`config.mk`:
```
export PLATFORM = sky130hd
export DESIGN_NAME = aq_reduce_ctrl
export DESIGN_NICKNAME = d
export VERILOG_FILES = /design/src/rtl/aq_reduce_ctrl.sv
export SDC_FILE = /design/constraint.sdc
export NUM_CORES = 1
export LEC_CHECK = 0
export ABC_AREA = 1
export CAP_MARGIN = 0
export CORE_MARGIN = 2
export CORE_UTILIZATION = 55
export CTS_BUF_LIST = sky130_fd_sc_hd__clkbuf_4 sky130_fd_sc_hd__clkbuf_8
export DETAILED_ROUTE_END_ITERATION = 10
export PLACE_DENSITY = 0.8
export SKIP_CTS_REPAIR_TIMING = 1
export SLEW_MARGIN = 5
export SYNTH_ARGS = -nofsm -noshare
export SYNTH_HDL_FRONTEND = slang
export SYNTH_SLANG_ARGS = --single-unit
```
`constraint.sdc`:
```
create_clock -name ACLK -period 3.3 [get_ports ACLK]
set_clock_uncertainty 0.2 [all_clocks]
set_input_delay 0.66 -clock ACLK [delete_from_list [all_inputs] [get_ports ACLK]]
set_output_delay 0.66 -clock ACLK [all_outputs]
set_load 0.03 [all_outputs]
```
`src/rtl/aq_reduce_ctrl.sv`:
```
// aq_reduce_ctrl: DDA-based AXI-Stream frame decimator, ORG_X x ORG_Y in, CNV_X x CNV_Y out.
// Define AQ_REDUCE_TLAST_CHECK_EN to build the sticky S_TLAST line-length checker behind LINE_ERR.
module aq_reduce_ctrl #(
    parameter int DATA_W = 24
) (
    input  logic              ACLK,
    input  logic              ARESET,
    input  logic [15:0]       ORG_X,
    input  logic [15:0]       ORG_Y,
    input  logic [15:0]       CNV_X,
    input  logic [15:0]       CNV_Y,
    input  logic              START,
    output logic              BUSY,
    output logic              DONE,
    output logic              ERR,
    input  logic [DATA_W-1:0] S_TDATA,
    input  logic              S_TVALID,
    output logic              S_TREADY,
    input  logic              S_TUSER,
    input  logic              S_TLAST,
    output logic [DATA_W-1:0] M_TDATA,
    output logic              M_TVALID,
    input  logic              M_TREADY,
    output logic              M_TUSER,
    output logic              M_TLAST,
    output logic              LINE_ERR
);

    typedef enum logic [1:0] {
        ST_IDLE     = 2'd0,
        ST_WAIT_SOF = 2'd1,
        ST_RUN      = 2'd2
    } state_t;

    state_t              state_q, state_d;
    logic [15:0]         org_x_q, org_x_d;
    logic [15:0]         org_y_q, org_y_d;
    logic [15:0]         cnv_x_q, cnv_x_d;
    logic [15:0]         cnv_y_q, cnv_y_d;
    logic [15:0]         x_cnt_q, x_cnt_d;
    logic [15:0]         y_cnt_q, y_cnt_d;
    logic [16:0]         acc_x_q, acc_x_d;
    logic [16:0]         acc_y_q, acc_y_d;
    logic                keep_y_q, keep_y_d;
    logic                first_out_q, first_out_d;
    logic                done_pend_q, done_pend_d;
    logic                busy_q, busy_d;
    logic                done_q, done_d;
    logic                err_q, err_d;
    logic [DATA_W-1:0]   m_tdata_q, m_tdata_d;
    logic                m_tvalid_q, m_tvalid_d;
    logic                m_tuser_q, m_tuser_d;
    logic                m_tlast_q, m_tlast_d;

    logic                s_tready;
    logic                xfer;
    logic                proc;
    logic                m_hs;
    logic                cfg_ok;
    logic                first_col;
    logic                last_col;
    logic                last_row;
    logic                frame_end;
    logic [16:0]         sum_x;
    logic [16:0]         sum_y;
    logic                keep_x;
    logic                keep_y_now;
    logic                keep_y;
    logic                keep_pix;

`ifdef AQ_REDUCE_TLAST_CHECK_EN
    logic                line_err_q, line_err_d;
`else
    logic                unused_tlast;
    assign unused_tlast = S_TLAST;
`endif

    always_comb begin
        s_tready = 1'b0;
        case (state_q)
            ST_WAIT_SOF: s_tready = 1'b1;
            ST_RUN:      s_tready = !m_tvalid_q || M_TREADY;
            default:     s_tready = 1'b0;
        endcase

        xfer = S_TVALID && s_tready;
        // Only the SOF beat leaves WAIT_SOF; everything before it is drained and dropped.
        proc = xfer && ((state_q == ST_RUN) || ((state_q == ST_WAIT_SOF) && S_TUSER));
        m_hs = m_tvalid_q && M_TREADY;

        cfg_ok = (CNV_X != 16'd0) && (CNV_X <= ORG_X) &&
                 (CNV_Y != 16'd0) && (CNV_Y <= ORG_Y);

        first_col = (x_cnt_q == 16'd0);
        last_col  = (x_cnt_q == org_x_q - 16'd1);
        last_row  = (y_cnt_q == org_y_q - 16'd1);
        frame_end = proc && last_col && last_row;

        sum_x      = acc_x_q + {1'b0, cnv_x_q};
        keep_x     = (sum_x >= {1'b0, org_x_q});
        sum_y      = acc_y_q + {1'b0, cnv_y_q};
        keep_y_now = (sum_y >= {1'b0, org_y_q});
        // Vertical decision is made on column 0 and held for the rest of the line.
        keep_y     = first_col ? keep_y_now : keep_y_q;
        keep_pix   = keep_x && keep_y;
    end

    always_comb begin
        state_d     = state_q;
        org_x_d     = org_x_q;
        org_y_d     = org_y_q;
        cnv_x_d     = cnv_x_q;
        cnv_y_d     = cnv_y_q;
        x_cnt_d     = x_cnt_q;
        y_cnt_d     = y_cnt_q;
        acc_x_d     = acc_x_q;
        acc_y_d     = acc_y_q;
        keep_y_d    = keep_y_q;
        first_out_d = first_out_q;
        done_pend_d = done_pend_q;
        busy_d      = busy_q;
        done_d      = 1'b0;
        err_d       = 1'b0;
        m_tdata_d   = m_tdata_q;
        m_tvalid_d  = m_tvalid_q;
        m_tuser_d   = m_tuser_q;
        m_tlast_d   = m_tlast_q;
`ifdef AQ_REDUCE_TLAST_CHECK_EN
        line_err_d  = line_err_q;
`endif

        if (m_hs) begin
            m_tvalid_d = 1'b0;
        end

        case (state_q)
            ST_IDLE: begin
                if (done_pend_q) begin
                    if (m_hs) begin
                        done_d      = 1'b1;
                        done_pend_d = 1'b0;
                        busy_d      = 1'b0;
                    end
                end else if (START && !busy_q) begin
                    org_x_d = ORG_X;
                    org_y_d = ORG_Y;
                    cnv_x_d = CNV_X;
                    cnv_y_d = CNV_Y;
                    if (cfg_ok) begin
                        state_d     = ST_WAIT_SOF;
                        busy_d      = 1'b1;
                        x_cnt_d     = 16'd0;
                        y_cnt_d     = 16'd0;
                        acc_x_d     = 17'd0;
                        acc_y_d     = 17'd0;
                        keep_y_d    = 1'b0;
                        first_out_d = 1'b1;
`ifdef AQ_REDUCE_TLAST_CHECK_EN
                        line_err_d  = 1'b0;
`endif
                    end else begin
                        err_d = 1'b1;
                    end
                end
            end
            ST_WAIT_SOF, ST_RUN: begin
                if (proc) begin
                    if (last_col) begin
                        x_cnt_d = 16'd0;
                        y_cnt_d = y_cnt_q + 16'd1;
                        acc_x_d = 17'd0;
                    end else begin
                        x_cnt_d = x_cnt_q + 16'd1;
                        acc_x_d = keep_x ? (sum_x - {1'b0, org_x_q}) : sum_x;
                    end

                    if (first_col) begin
                        keep_y_d = keep_y_now;
                        acc_y_d  = keep_y_now ? (sum_y - {1'b0, org_y_q}) : sum_y;
                    end

                    // s_tready guarantees the output register is free or draining now.
                    if (keep_pix) begin
                        m_tdata_d   = S_TDATA;
                        m_tvalid_d  = 1'b1;
                        m_tuser_d   = first_out_q;
                        m_tlast_d   = last_col;
                        first_out_d = 1'b0;
                    end

`ifdef AQ_REDUCE_TLAST_CHECK_EN
                    if ((state_q == ST_RUN) && (S_TLAST != last_col)) begin
                        line_err_d = 1'b1;
                    end
`endif

                    if (frame_end) begin
                        state_d     = ST_IDLE;
                        done_pend_d = 1'b1;
                    end else begin
                        state_d = ST_RUN;
                    end
                end
            end
            default: begin
                state_d = ST_IDLE;
            end
        endcase
    end

    always_ff @(posedge ACLK) begin
        if (ARESET) begin
            state_q     <= ST_IDLE;
            org_x_q     <= 16'd0;
            org_y_q     <= 16'd0;
            cnv_x_q     <= 16'd0;
            cnv_y_q     <= 16'd0;
            x_cnt_q     <= 16'd0;
            y_cnt_q     <= 16'd0;
            acc_x_q     <= 17'd0;
            acc_y_q     <= 17'd0;
            keep_y_q    <= 1'b0;
            first_out_q <= 1'b0;
            done_pend_q <= 1'b0;
            busy_q      <= 1'b0;
            done_q      <= 1'b0;
            err_q       <= 1'b0;
            m_tdata_q   <= '0;
            m_tvalid_q  <= 1'b0;
            m_tuser_q   <= 1'b0;
            m_tlast_q   <= 1'b0;
`ifdef AQ_REDUCE_TLAST_CHECK_EN
            line_err_q  <= 1'b0;
`endif
        end else begin
            state_q     <= state_d;
            org_x_q     <= org_x_d;
            org_y_q     <= org_y_d;
            cnv_x_q     <= cnv_x_d;
            cnv_y_q     <= cnv_y_d;
            x_cnt_q     <= x_cnt_d;
            y_cnt_q     <= y_cnt_d;
            acc_x_q     <= acc_x_d;
            acc_y_q     <= acc_y_d;
            keep_y_q    <= keep_y_d;
            first_out_q <= first_out_d;
            done_pend_q <= done_pend_d;
            busy_q      <= busy_d;
            done_q      <= done_d;
            err_q       <= err_d;
            m_tdata_q   <= m_tdata_d;
            m_tvalid_q  <= m_tvalid_d;
            m_tuser_q   <= m_tuser_d;
            m_tlast_q   <= m_tlast_d;
`ifdef AQ_REDUCE_TLAST_CHECK_EN
            line_err_q  <= line_err_d;
`endif
        end
    end

    assign S_TREADY = s_tready;
    assign BUSY     = busy_q;
    assign DONE     = done_q;
    assign ERR      = err_q;
    assign M_TDATA  = m_tdata_q;
    assign M_TVALID = m_tvalid_q;
    assign M_TUSER  = m_tuser_q;
    assign M_TLAST  = m_tlast_q;
`ifdef AQ_REDUCE_TLAST_CHECK_EN
    assign LINE_ERR = line_err_q;
`else
    assign LINE_ERR = 1'b0;
`endif

endmodule

```
==> flow_summary.yaml <==
setup_path:
  reg2reg_from: "cnv_y_q[0]$_SDFFE_PP0P_"
  crit_path_frequent_cell: "nand2_1"
  cp_cell_sequence: "ha_4, inv_2, fa_2, o21ai_4, nand2_1, nand2_2, nand3_2, o21bai_1, xnor2_1, inv_1, ha_4, a21oi_4, o21ai_2, a21oi_2, nand2_2, nand2_4, nand3_4, buf_12, o21ai_2, nand2_1, nor2_1, nand2_1, a21oi_1"
  r2r_slack_ps: -580
  critical_path_required_ps: 3520
  r2r_end: "acc_y_q[13]$_SDFFE_PP0P_"
  cp_max_fo: 8
  r2r_cells: 23
  critPathMaxStageDelay_ps: 370
  crit_arrival_ps: 4090
  setup.worst_path.class: "reg2reg"
  critPathLaunchType: "flip-flop"
  endpoint_kind: "flip-flop"
  cp_slowest_cell: "dfxtp_2"
yosys:
  synth_edf_count: 0
  seq_area_frac_synth: 0.248
  syn_avg_cell_area_um2: 6.34
  syn-num-nets: 2302
  synthDistinctLibCells: 53
  synth_flop_cell: "dfxtp_1"
  async_reset_ff_frac: 0
  syn-instance-count: 2098
  synth_warnings: 0
  syn_area_um2: 13300
  synth-seq-cells: 165
die:
  die_y_um: 160
  die_width_um: 160
  io_pins: 127
  design.die.area_um2: 25500
  std_cell_rows: 56
  start_util: 0.564
  coreArea_um2: 23600
place:
  dp_slack_ps: -467
  place_hpwl_um: 32100
  portBuffers: 124
  placed_cell_area_um2: 16500
  gp_congestion: 0.965
pwr:
  ir_worst_vdd_mv: 0.446
  power.share.combinational: 0.683
  p_clk_frac: 0.134
  switching_share: 0.465
  pwr-share-seq: 0.183
  p_leak_nw: 8.47
  p_per_area_nw_per_um2: 750
  p_int_mw: 7.34
  power.total_mw: 13.7
  p_switching_mw: 6.36
job:
  maxCapViolCount: 0
global_route:
  grt_max_degree: 124
  track_usage: 0.319
  grt_pass1_wl_um: 67200
  grt_pass1_vias: 13800
  antenna_found_initial: 0
  overflow: 0
layout:
  area_delta_synth_final_pct: 37.2
  utilization: 0.774
  register_area_um2: 3330
  stdcell_area_um2: 18300
  n_antenna_cell: 0
  multi_input_area_um2: 9610
  nets: 2627
  drive_gt1_frac: 0.223
  fillerInstances: 1719
timing:
  finalSetupViolCount: 63
  worstMarginPinSlew_ps: 1100
  finalHoldWorstSlack_ps: 273
  rsz0062_at_grt: "yes"
  slew_violations: 0
  period_minus_slack_ps: 3880
  hold_violations: 0
  fmax_mhz: 258
  min_period_over_period: 1.17
  setup_ws_ps: -576
  slew-limit-headroom: 0.265
detailed_routing:
  postRouteAntennaNets: 0
  vias_per_cell: 5.57
  vias: 15400
  drt_first_pass_iters: 8
  drt-total-wl_um: 45900
  drc_errors: 0
  wl_per_cell_um: 16.6
  drt_iter0_drc: 1594
clock_network:
  clk_latency_ps: 490
  clockRootBuffer: "clkbuf_8"
  cts_buffers: 17
  cts.clk_slew.worst_paths_ps: 100
  cts_tree: "done"
  htreeDepth: 4
  cts_buffer_depth: 2
  clkSinkCount: 165
min_path:
  hp-class: "reg2reg"
  hold_start: "M_TDATA[5]$_SDFFE_PP0P_"
  worstHoldEndpoint: "M_TDATA[5]$_SDFFE_PP0P_"
  holdPathStages: 2
outcome:
  violations: "setup timing"
  status: "finished with violations"
==> synth_stat cells (all sizes together), types with 3 or more instances <==
master | count | area [µm²]
a21o | 3 | 22.5
a21oi | 225 | 1200
a31oi | 3 | 25.0
buf | 26 | 176
clkbuf | 47 | 180
clkinv | 3 | 11.3
dfxtp | 165 | 3300
fa | 4 | 80.1
ha | 105 | 1310
inv | 250 | 941
nand2 | 612 | 2390
nand3 | 88 | 485
nand3b | 15 | 113
nand4 | 69 | 453
nor2 | 236 | 930
nor3 | 15 | 80.1
nor4 | 17 | 106
o211ai | 7 | 52.6
o21ai | 95 | 483
o21bai | 4 | 30.0
or2 | 4 | 25.0
xnor2 | 44 | 385
xor2 | 51 | 447
==> power by group through the flow <==
stage	logic (mW)	registers (mW)	clock network, mW
finish	9.36	2.50	1.84
global route	10.1	2.53	1.92
CTS	7.55	2.47	1.84
detailed placement	7.46	2.52	0
global placement	7.31	2.50	0
floorplan	4.76	2.45	0
==> cell usage in the layout, fill, tap and decap left out, drive strengths merged <==
master,instances
ha,105
clkdlybuf4s50,119
fa,4
bufinv,5
o21a,2
a31o,1
xor2,51
inv,256
nor4b,1
buf,249
a21boi,1
nand2,612
clkbuf,25
nand3b,15
and3,2
clkinv,6
nor2,236
a21o,3
or3,1
xnor2,44
or2,4
nor4,17
o211ai,7
a31oi,3
a21oi,225
conb,1
dfxtp,165
nand3,88
and2,1
nor3,15
o21bai,4
nand4,69
dlymetal6s2s,4
o21ai,95
==> metrics by stage <==
stage	TNS (ps)	instances
final	-25880	2755
after CTS	-25670	2731
after global routing	-35920	2755
after global placement	-26240	2699
after floorplan	-1270	2098
after detailed placement	-36700	2699
==> flip-flops by register name, summed over array words and instances, names as in the netlist <==
name	cells
acc_y_q	17
org_x_q	16
M_TDATA	24
acc_x_q	17
cnv_x_q	16
done_pend_q	1
M_TLAST	1
DONE	1
M_TUSER	1
ERR	1
x_cnt_q	16
y_cnt_q	16
first_out_q	1
keep_y_q	1
BUSY	1
M_TVALID	1
state_q	2
cnv_y_q	16
org_y_q	16
==> logic make-up after synthesis <==
| group | Yosys count | share of synthesized area |
|---|---|---|
| AND/OR/NAND/NOR | 1061 | 0.348 |
| buffers and inverters | 326 | 0.0983 |
| adder cells (fa/ha/maj) | 109 | 0.105 |
| other | 1 | 0.000282 |
| flip-flops | 165 | 0.248 |
| XOR/XNOR | 95 | 0.0625 |
| AO/OA/AOI/OAI | 341 | 0.138 |
==> layout make-up <==
class	count	area share
sequential	165	0.182
tap	319	0.0219
clock inverter	14	0.0128
clock buffer	18	0.0136
timing repair buffer	379	0.190
inverter	253	0.0534
multi-input combinational	1607	0.526
==> routing by layer <==
| layer | track usage | part of all wire |
|---|---|---|
| met5 | 0 | 0 |
| met4 | 0.0901 | 0.038 |
| met3 | 0.0537 | 0.088 |
| met2 | 0.516 | 0.46 |
| met1 | 0.439 | 0.41 |
==> critical path: cells and delay by family (launching register included) <==
family | cells | cell delay [ps]
adder cells (fa/ha/maj) | 3 | 790
AO/OA/AOI/OAI | 7 | 940
flip-flops | 1 | 370
XOR/XNOR | 1 | 190
AND/OR/NAND/NOR | 9 | 940
buffers and inverters | 3 | 380
==> worst max-delay path by stage <==
stage,from,endpoint,slack [ps]
CTS,acc_x_q[0]$_SDFFE_PP0P_,M_TDATA[17]$_SDFFE_PP0P_,-470
finish,cnv_y_q[0]$_SDFFE_PP0P_,acc_y_q[13]$_SDFFE_PP0P_,-580
global route,cnv_y_q[0]$_SDFFE_PP0P_,acc_y_q[13]$_SDFFE_PP0P_,-730
global placement,acc_y_q[0]$_SDFFE_PP0P_,acc_y_q[13]$_SDFFE_PP0P_,-340
detailed placement,ORG_X[3],acc_x_q[10]$_SDFFE_PP0P_,-470
floorplan,acc_y_q[0]$_SDFFE_PP0P_,M_TDATA[13]$_SDFFE_PP0P_,-60
Note: power is estimated with default switching activity, not from simulation.
